File: src/rtl/sar_search.sv
// Purpose: successive-approximation search; drives comparator `a` (trial) and
//          reads its l/e/g outputs to recover the unknown value on `b`.
// Latency: k cycles on equality at probe k, W+1 cycles for a full search; no backpressure.
//
// Ports:
//   clk, rst_n       clock and synchronous active-low reset
//   start            begin a search (only sampled while idle)
//   l, e, g          comparator outputs for the current trial
//   trial            registered trial value driven to comparator `a`
//   busy             search in progress
//   done             one-cycle pulse when a search ends
//   result, found    recovered value and equality confirmation, held until next start
module sar_search #(
    parameter int W = 5
) (
    input  logic         clk,
    input  logic         rst_n,
    input  logic         start,
    input  logic         l,
    input  logic         e,
    input  logic         g,
    output logic [W-1:0] trial,
    output logic         busy,
    output logic         done,
    output logic [W-1:0] result,
    output logic         found
);

    localparam int IW = (W > 1) ? $clog2(W) : 1;

    typedef enum logic [1:0] {
        IDLE   = 2'd0,
        PROBE  = 2'd1,
        VERIFY = 2'd2
    } state_t;

    state_t        state;
    state_t        state_d;
    logic [IW-1:0] idx;
    logic [IW-1:0] idx_d;
    logic [IW-1:0] idx_m1;
    logic [W-1:0]  trial_d;
    logic [W-1:0]  trial_adj;
    logic [W-1:0]  result_d;
    logic          found_d;
    logic          busy_d;
    logic          done_d;
    logic          legal;

    // A healthy comparator asserts exactly one of l/e/g.
    assign legal = ({l, e, g} == 3'b100) ||
                   ({l, e, g} == 3'b010) ||
                   ({l, e, g} == 3'b001);

    assign idx_m1 = idx - 1'b1;

    // Bit decision for the current probe: a too-large trial drops the bit under
    // test, then the next lower bit is tentatively set. Only bit set/clear.
    always_comb begin
        trial_adj = trial;
        if (g) begin
            trial_adj[idx] = 1'b0;
        end
        if (idx != '0) begin
            trial_adj[idx_m1] = 1'b1;
        end
    end

    always_comb begin
        state_d  = state;
        idx_d    = idx;
        trial_d  = trial;
        result_d = result;
        found_d  = found;
        busy_d   = busy;
        done_d   = 1'b0;

        case (state)
            IDLE: begin
                busy_d = 1'b0;
                if (start) begin
                    trial_d = '0;
                    trial_d[W-1] = 1'b1;
                    idx_d   = IW'(W - 1);
                    busy_d  = 1'b1;
                    state_d = PROBE;
                end
            end

            PROBE: begin
                if (!legal) begin
                    // Broken comparator: report where we stopped, unconfirmed.
                    result_d = trial;
                    found_d  = 1'b0;
                    done_d   = 1'b1;
                    busy_d   = 1'b0;
                    state_d  = IDLE;
                end else if (e) begin
                    result_d = trial;
                    found_d  = 1'b1;
                    done_d   = 1'b1;
                    busy_d   = 1'b0;
                    state_d  = IDLE;
                end else begin
                    trial_d = trial_adj;
                    if (idx != '0) begin
                        idx_d = idx_m1;
                    end else begin
                        // LSB decided; one more cycle to let the comparator
                        // confirm the final value.
                        state_d = VERIFY;
                    end
                end
            end

            VERIFY: begin
                result_d = trial;
                found_d  = e && legal;
                done_d   = 1'b1;
                busy_d   = 1'b0;
                state_d  = IDLE;
            end

            default: begin
                busy_d  = 1'b0;
                state_d = IDLE;
            end
        endcase
    end

    always_ff @(posedge clk) begin
        if (!rst_n) begin
            state  <= IDLE;
            idx    <= '0;
            trial  <= '0;
            result <= '0;
            found  <= 1'b0;
            busy   <= 1'b0;
            done   <= 1'b0;
        end else begin
            state  <= state_d;
            idx    <= idx_d;
            trial  <= trial_d;
            result <= result_d;
            found  <= found_d;
            busy   <= busy_d;
            done   <= done_d;
        end
    end

endmodule

File: config.mk
export PLATFORM = sky130hd
export DESIGN_NAME = sar_search
export DESIGN_NICKNAME = d
export VERILOG_FILES = /design/src/rtl/sar_search.sv
export SDC_FILE = /design/constraint.sdc
export NUM_CORES = 1
export LEC_CHECK = 0
export CAP_MARGIN = 30
export CELL_PAD_IN_SITES_DETAIL_PLACEMENT = 1
export CELL_PAD_IN_SITES_GLOBAL_PLACEMENT = 1
export CORE_UTILIZATION = 40
export CTS_CLUSTER_DIAMETER = 100
export DETAILED_ROUTE_END_ITERATION = 7
export PLACE_DENSITY_LB_ADDON = 0.12
export SLEW_MARGIN = 15
export SYNTH_ARGS = -nofsm -noshare
export SYNTH_HDL_FRONTEND = slang
export SYNTH_SLANG_ARGS = --single-unit
File: constraint.sdc
create_clock -name clk -period 4.7 [get_ports clk]
set_input_delay 0.47 -clock clk [delete_from_list [all_inputs] [get_ports clk]]
set_output_delay 0.47 -clock clk [all_outputs]
set_load 0.1 [all_outputs]
==> reports/metrics.yaml <==
yosysTopAreaCell: "dfxtp_1"
die-area_mm2: 0.00271
p_per_area_mw_per_mm2: 321
clock-sinks: 18
finClkSkew_ns: 0.00240
cp.arrival_ns: 1.86
synthAdderAreaFrac_pct: 6.23
antenna_left: 0
cts_buffers: 3
fin_cells: 168
synth_compound_area_share_pct: 23.6
netlist_instances: 123
finalCritPeriodShare_pct: 49.5
drc_errors: 0
synth_top_family_by_area: "simple AND/OR/NAND/NOR gates"
p_leak_nw: 0.418
post_cts_resized: 0
cts.clk_slew.worst_paths_ns: 0.11
place_congestion: 0.817
first_global_vias: 971
antenna_found_initial: 0
synthTopCellsByArea: "dfxtp_1 (36%), a21oi_1 (6.5%), ha_1 (6.2%)"
synth_common_cells: "dfxtp_1 (18), nand2_1 (15), a21oi_1 (13)"
netlist_area_mm2: 0.00100
portBuffers: 18
cpLargestDelayFamily: "buffers and inverters"
fin_crit_ns: 2.33
hold_violations: 0
ys_seq_elements: 18
synth.distinct_cells: 36
synth_most_common_cell: "dfxtp_1"
synth_xor_area_share_pct: 2.49
drt-vias-per-instance: 5.74
cts_tree: "yes"
synth_top_area_share_pct: 35.9
synth_edf_count: 0
end_kind: "output pin"
row_count: 17
critPathSlowestCell: "clkdlybuf4s50_1"
worst_slew_pin_slew_ns: 0.974
dp_cells: 164
fin_nets: 152
drive_above_1_share_pct: 6.43
htreeDepth: 1
synth_mux_area_share_pct: 0
routedWlPerCell_um: 16.6
cpPeakStageDelay_ns: 1.15
start_kind: "flop"
clk_latency_ns: 0.30
num_vias: 964
cp_num_buf_inv: 1
avgSynthCellArea_um2: 8.16
syn_to_final_growth_pct: 23.1
async_flop_share_pct: 0
die_x_um: 52.1
dp_slack_ns: 2.27
initial_utilization_pct: 43.7
synth_ff_type: "dfxtp_1"
groute.usage.overall_pct: 23.4
post_cts_buffers: 0
finalSetupTns_ns: 0
synth_warnings: 0
yosys.area_share.simple_pct: 26.8
cp.required_ns: 4.23
setup_ws_ns: 2.37
clock_path_buffers: 2
grt_overflow: 0
ys_seq_area_share_pct: 35.9
drt_iter0_drc: 23
critical_path_class: "flop to output pin"
outcome: "finished, final reports clean"
fmax_mhz: 430
hold_class: "flop to flop"
dp.final_hpwl_mm: 2.11
ff2ff_setup_slack_ns: 2.68
rsz0062_at_grt: "no"
die_h_um: 52.1
antenna-diode-count: 0
grt_pass1_wl_mm: 4.60
ctsHoldBuffers: 0
slew_headroom_pct: 34.9
peakVddDrop_v: 0.000198
setup_viol: 0
first_pass_iters: 4
routed_wl_mm: 2.79
cts-root-buf: "clkbuf_4"
total_power_uw: 397
max_cap_viol_count: 0
io_pins: 19
syn_nets: 134
path_cells: "clkdlybuf4s50_1"
crit_fanout: 3
grt_max_degree: 15
core-area_mm2: 0.00230
finalMaxSlewViolations: 0
[cell families (layout without fill, tap and decap cells)]
| logic type | count (synthesis) | after routing |
|---|---|---|
| buffers and inverters | 13 | 30 |
| DFF | 18 | 18 |
| AOI/OAI and AO/OA | 36 | 36 |
| xor gates and xnor gates | 2 | 2 |
| adders and majority gates | 5 | 5 |
| and+or+nand+nor | 49 | 49 |
[final timing paths]
path / startpoint / endpoint / depth (start not counted)
min: result[0] / result[0] / 2
max: trial[3] / trial[3] / 1
max reg2reg: state[1] / trial[2] / 6
min reg2reg: result[0] / result[0] / 2
[flip-flops by register name, indices dropped and copies added (netlist names)]
signal / flops
result: 5
trial: 5
idx: 3
state: 2
busy: 1
done: 1
found: 1
[where the power goes]
part | total (mW) | switching [mW] | leakage [nW] | internal [mW]
Sequential | 0.171 | 0.00967 | 0.146 | 0.161
Combinational | 0.127 | 0.0896 | 0.251 | 0.0379
Clock | 0.0986 | 0.0514 | 0.0210 | 0.0472
[per-stage QoR]
stage	hold WS, ns	instance area [um2]	util, %
2_1_floorplan	0.479	1000	-
3_3_place_gp	0.441	1200	52.2
3_5_place_dp	0.457	1200	52.2
4_1_cts	0.473	1230	53.8
5_1_grt	0.497	1230	53.8
6_report	0.470	1230	53.8
[layout by cell type (no fill, tap or decap), types with 2 or more instances in the layout]
| cell type | netlist | routed |
|---|---|---|
| dfxtp_1 | 18 | 18 |
| clkdlybuf4s50_1 | 0 | 18 |
| nand2_1 | 15 | 15 |
| a21oi_1 | 13 | 13 |
| nand3_1 | 11 | 11 |
| inv_1 | 7 | 7 |
| o21ai_0 | 5 | 5 |
| ha_1 | 5 | 5 |
| nor3_1 | 4 | 4 |
| nand2b_1 | 3 | 3 |
| a21boi_0 | 3 | 3 |
| clkbuf_4 | 0 | 3 |
| o22ai_1 | 2 | 2 |
| o41ai_1 | 2 | 2 |
| a211oi_1 | 2 | 2 |
| nor2_1 | 2 | 2 |
| nor2b_1 | 2 | 2 |
| nand3b_1 | 2 | 2 |
| o32ai_1 | 2 | 2 |
| nand4_1 | 2 | 2 |
| nor3b_1 | 2 | 2 |
| o211ai_1 | 2 | 2 |
[per-layer routing]
layer  global-route usage [%]  vias to the layer above  share of wire (%)
met5                        0                        -                  0
met4                     4.05                        0               0.82
met3                     6.14                        4                3.4
met2                     39.5                       19                 48
met1                     29.8                      462                 47
li1                         -                      479                  -
[area by class of cell]
type | instances | area [um2]
Clock buffer | 4 | 36.3
Fill cell | 285 | 1060
Inverter | 8 | 30.0
Multi-Input combinational cell | 92 | 593
Sequential cell | 18 | 360
Tap cell | 28 | 35.0
Timing Repair Buffer | 18 | 180
Note: power is estimated with default switching activity, not from simulation.
==> patch: new RTL, config.mk and constraints unchanged <==
Put one more register stage on the output `trial`, without a reset. The value now appears one clock later. The other outputs are not delayed to match. Comments in the files are not updated.
--- a/src/rtl/sar_search.sv
+++ b/src/rtl/sar_search.sv
@@ -36,2 +36,4 @@
 
+    logic [W-1:0] trial_s0;
+
     state_t        state;
@@ -59,3 +61,3 @@
     always_comb begin
-        trial_adj = trial;
+        trial_adj = trial_s0;
         if (g) begin
@@ -71,3 +73,3 @@
         idx_d    = idx;
-        trial_d  = trial;
+        trial_d  = trial_s0;
         result_d = result;
@@ -92,3 +94,3 @@
                     // Broken comparator: report where we stopped, unconfirmed.
-                    result_d = trial;
+                    result_d = trial_s0;
                     found_d  = 1'b0;
@@ -98,3 +100,3 @@
                 end else if (e) begin
-                    result_d = trial;
+                    result_d = trial_s0;
                     found_d  = 1'b1;
@@ -116,3 +118,3 @@
             VERIFY: begin
-                result_d = trial;
+                result_d = trial_s0;
                 found_d  = e && legal;
@@ -134,3 +136,3 @@
             idx    <= '0;
-            trial  <= '0;
+            trial_s0 <= '0;
             result <= '0;
@@ -142,3 +144,3 @@
             idx    <= idx_d;
-            trial  <= trial_d;
+            trial_s0 <= trial_d;
             result <= result_d;
@@ -150,2 +152,6 @@
 
+    always_ff @(posedge clk) begin
+        trial <= trial_s0;
+    end
+
 endmodule
Function: changed (Yosys sat finds a counterexample within 4 cycles, from zero or initial values and one cycle with rst_n low).
==> patch against the unedited design <==
Combinational power down 10%. Synthesized area up 3.4%. Worst setup slack improved by 0.043 ns. Sequential cell count rose by 5. First-iteration DRC count decreased by 57%. Critical path depth unchanged. Wire length decreased by 8.1%. Design area up 2.1%. Total power rose by 6.3%. Hold slack lost 0.11 ns. Critical path type unchanged. Largest power group unchanged. Highest routed layer unchanged.
==> patch: results (changes against the unedited design) <==
[power_and_ir_drop]
leakage_nw=0.4474  ; +7.0%
ir_drop_mv=0.1999  ; +1.0%
p_sw_share_pct=35.60  ; -2.4 points

[setup_path]
worst-path-max-fanout=2  ; -1
arrival_ns=1.81  ; -0.05 ns

[logic_synthesis]
synth_compound_area_share_pct=19.18  ; -4.4 points
synth_mux_area_share_pct=0.9650  ; +0.97 points
yosysSeqAreaShare_pct=44.39  ; +8.5 points
ys_types=29  ; -19%
synthAdderAreaFrac_pct=6.031  ; -0.20 points
synth_common_cells=dfxtp_1, a21oi_1, inv_1, nand2_1, o21ai_0
syn-num-nets=129  ; -3.7%
synthXorXnorAreaFrac_pct=1.568  ; -0.93 points

[timing]
skew_ns=0.001667  ; -0.0007345 ns
tightest_slew_ns=0.9742  ; +0.0004761 ns

[final_layout]
buf_share_pct=14.29  ; -0.30 points
largest_registers=result x5, trial x5, trial_s0 x5
ff_latch_area_um2=460.4  ; +28%
nNonClkInverters=9  ; +1
multi_input_comb_cells=81  ; -12%
n_fill_cell=302  ; +6.0%

[cts]
clk_pin_slew_ns=0.13  ; +0.02 ns

[placed_design]
pre_cts_slack_ns=2.233  ; -0.03762 ns
globalplace.congestion=0.8404  ; +2.9%
dpl-instance-area_um2=1235  ; +3.0%
dpl.hpwl_mm=1.955  ; -7.2%

[status]
status=finished clean

[global_routing]
grt_pass1_wl_mm=4.181  ; -9.0%
grt_pass1_vias=863  ; -11%

[routing]
post_drt_wl_per_cell_um=15.54  ; -6.4%
vias=894  ; -7.3%

==> patch: routing by layer <==
| metal | up-vias | GRT usage [%] | part of all wire, % |
|---|---|---|---|
| met5 | - | 0 | 0 |
| met4 | 0 | 6.579 | 0.94 |
| met3 | 4 | 4.310 | 3.2 |
| met2 | 16 | 32.70 | 45 |
| met1 | 420 | 28.35 | 50 |
| li1 | 454 | - | - |
==> patch: worst paths after layout <==
kind	cells after the start	endpoint	slack, ns	start
setup / recovery	1	busy	2.42	busy
hold / removal	0	trial[3]	0.36	trial_s0[3]
setup reg to reg	6	trial_s0[4]	2.60	state[1]
hold reg to reg	0	trial[3]	0.36	trial_s0[3]
==> patch: power by group through the flow <==
stage          Combinational (mW)  Sequential, mW  Clock [mW]
2_1_floorplan              0.0515           0.248           0
3_3_place_gp                0.111           0.215           0
3_5_place_dp                0.113           0.216           0
4_1_cts                     0.114           0.212      0.0969
5_1_grt                     0.124           0.213       0.107
6_report                    0.114           0.211      0.0965
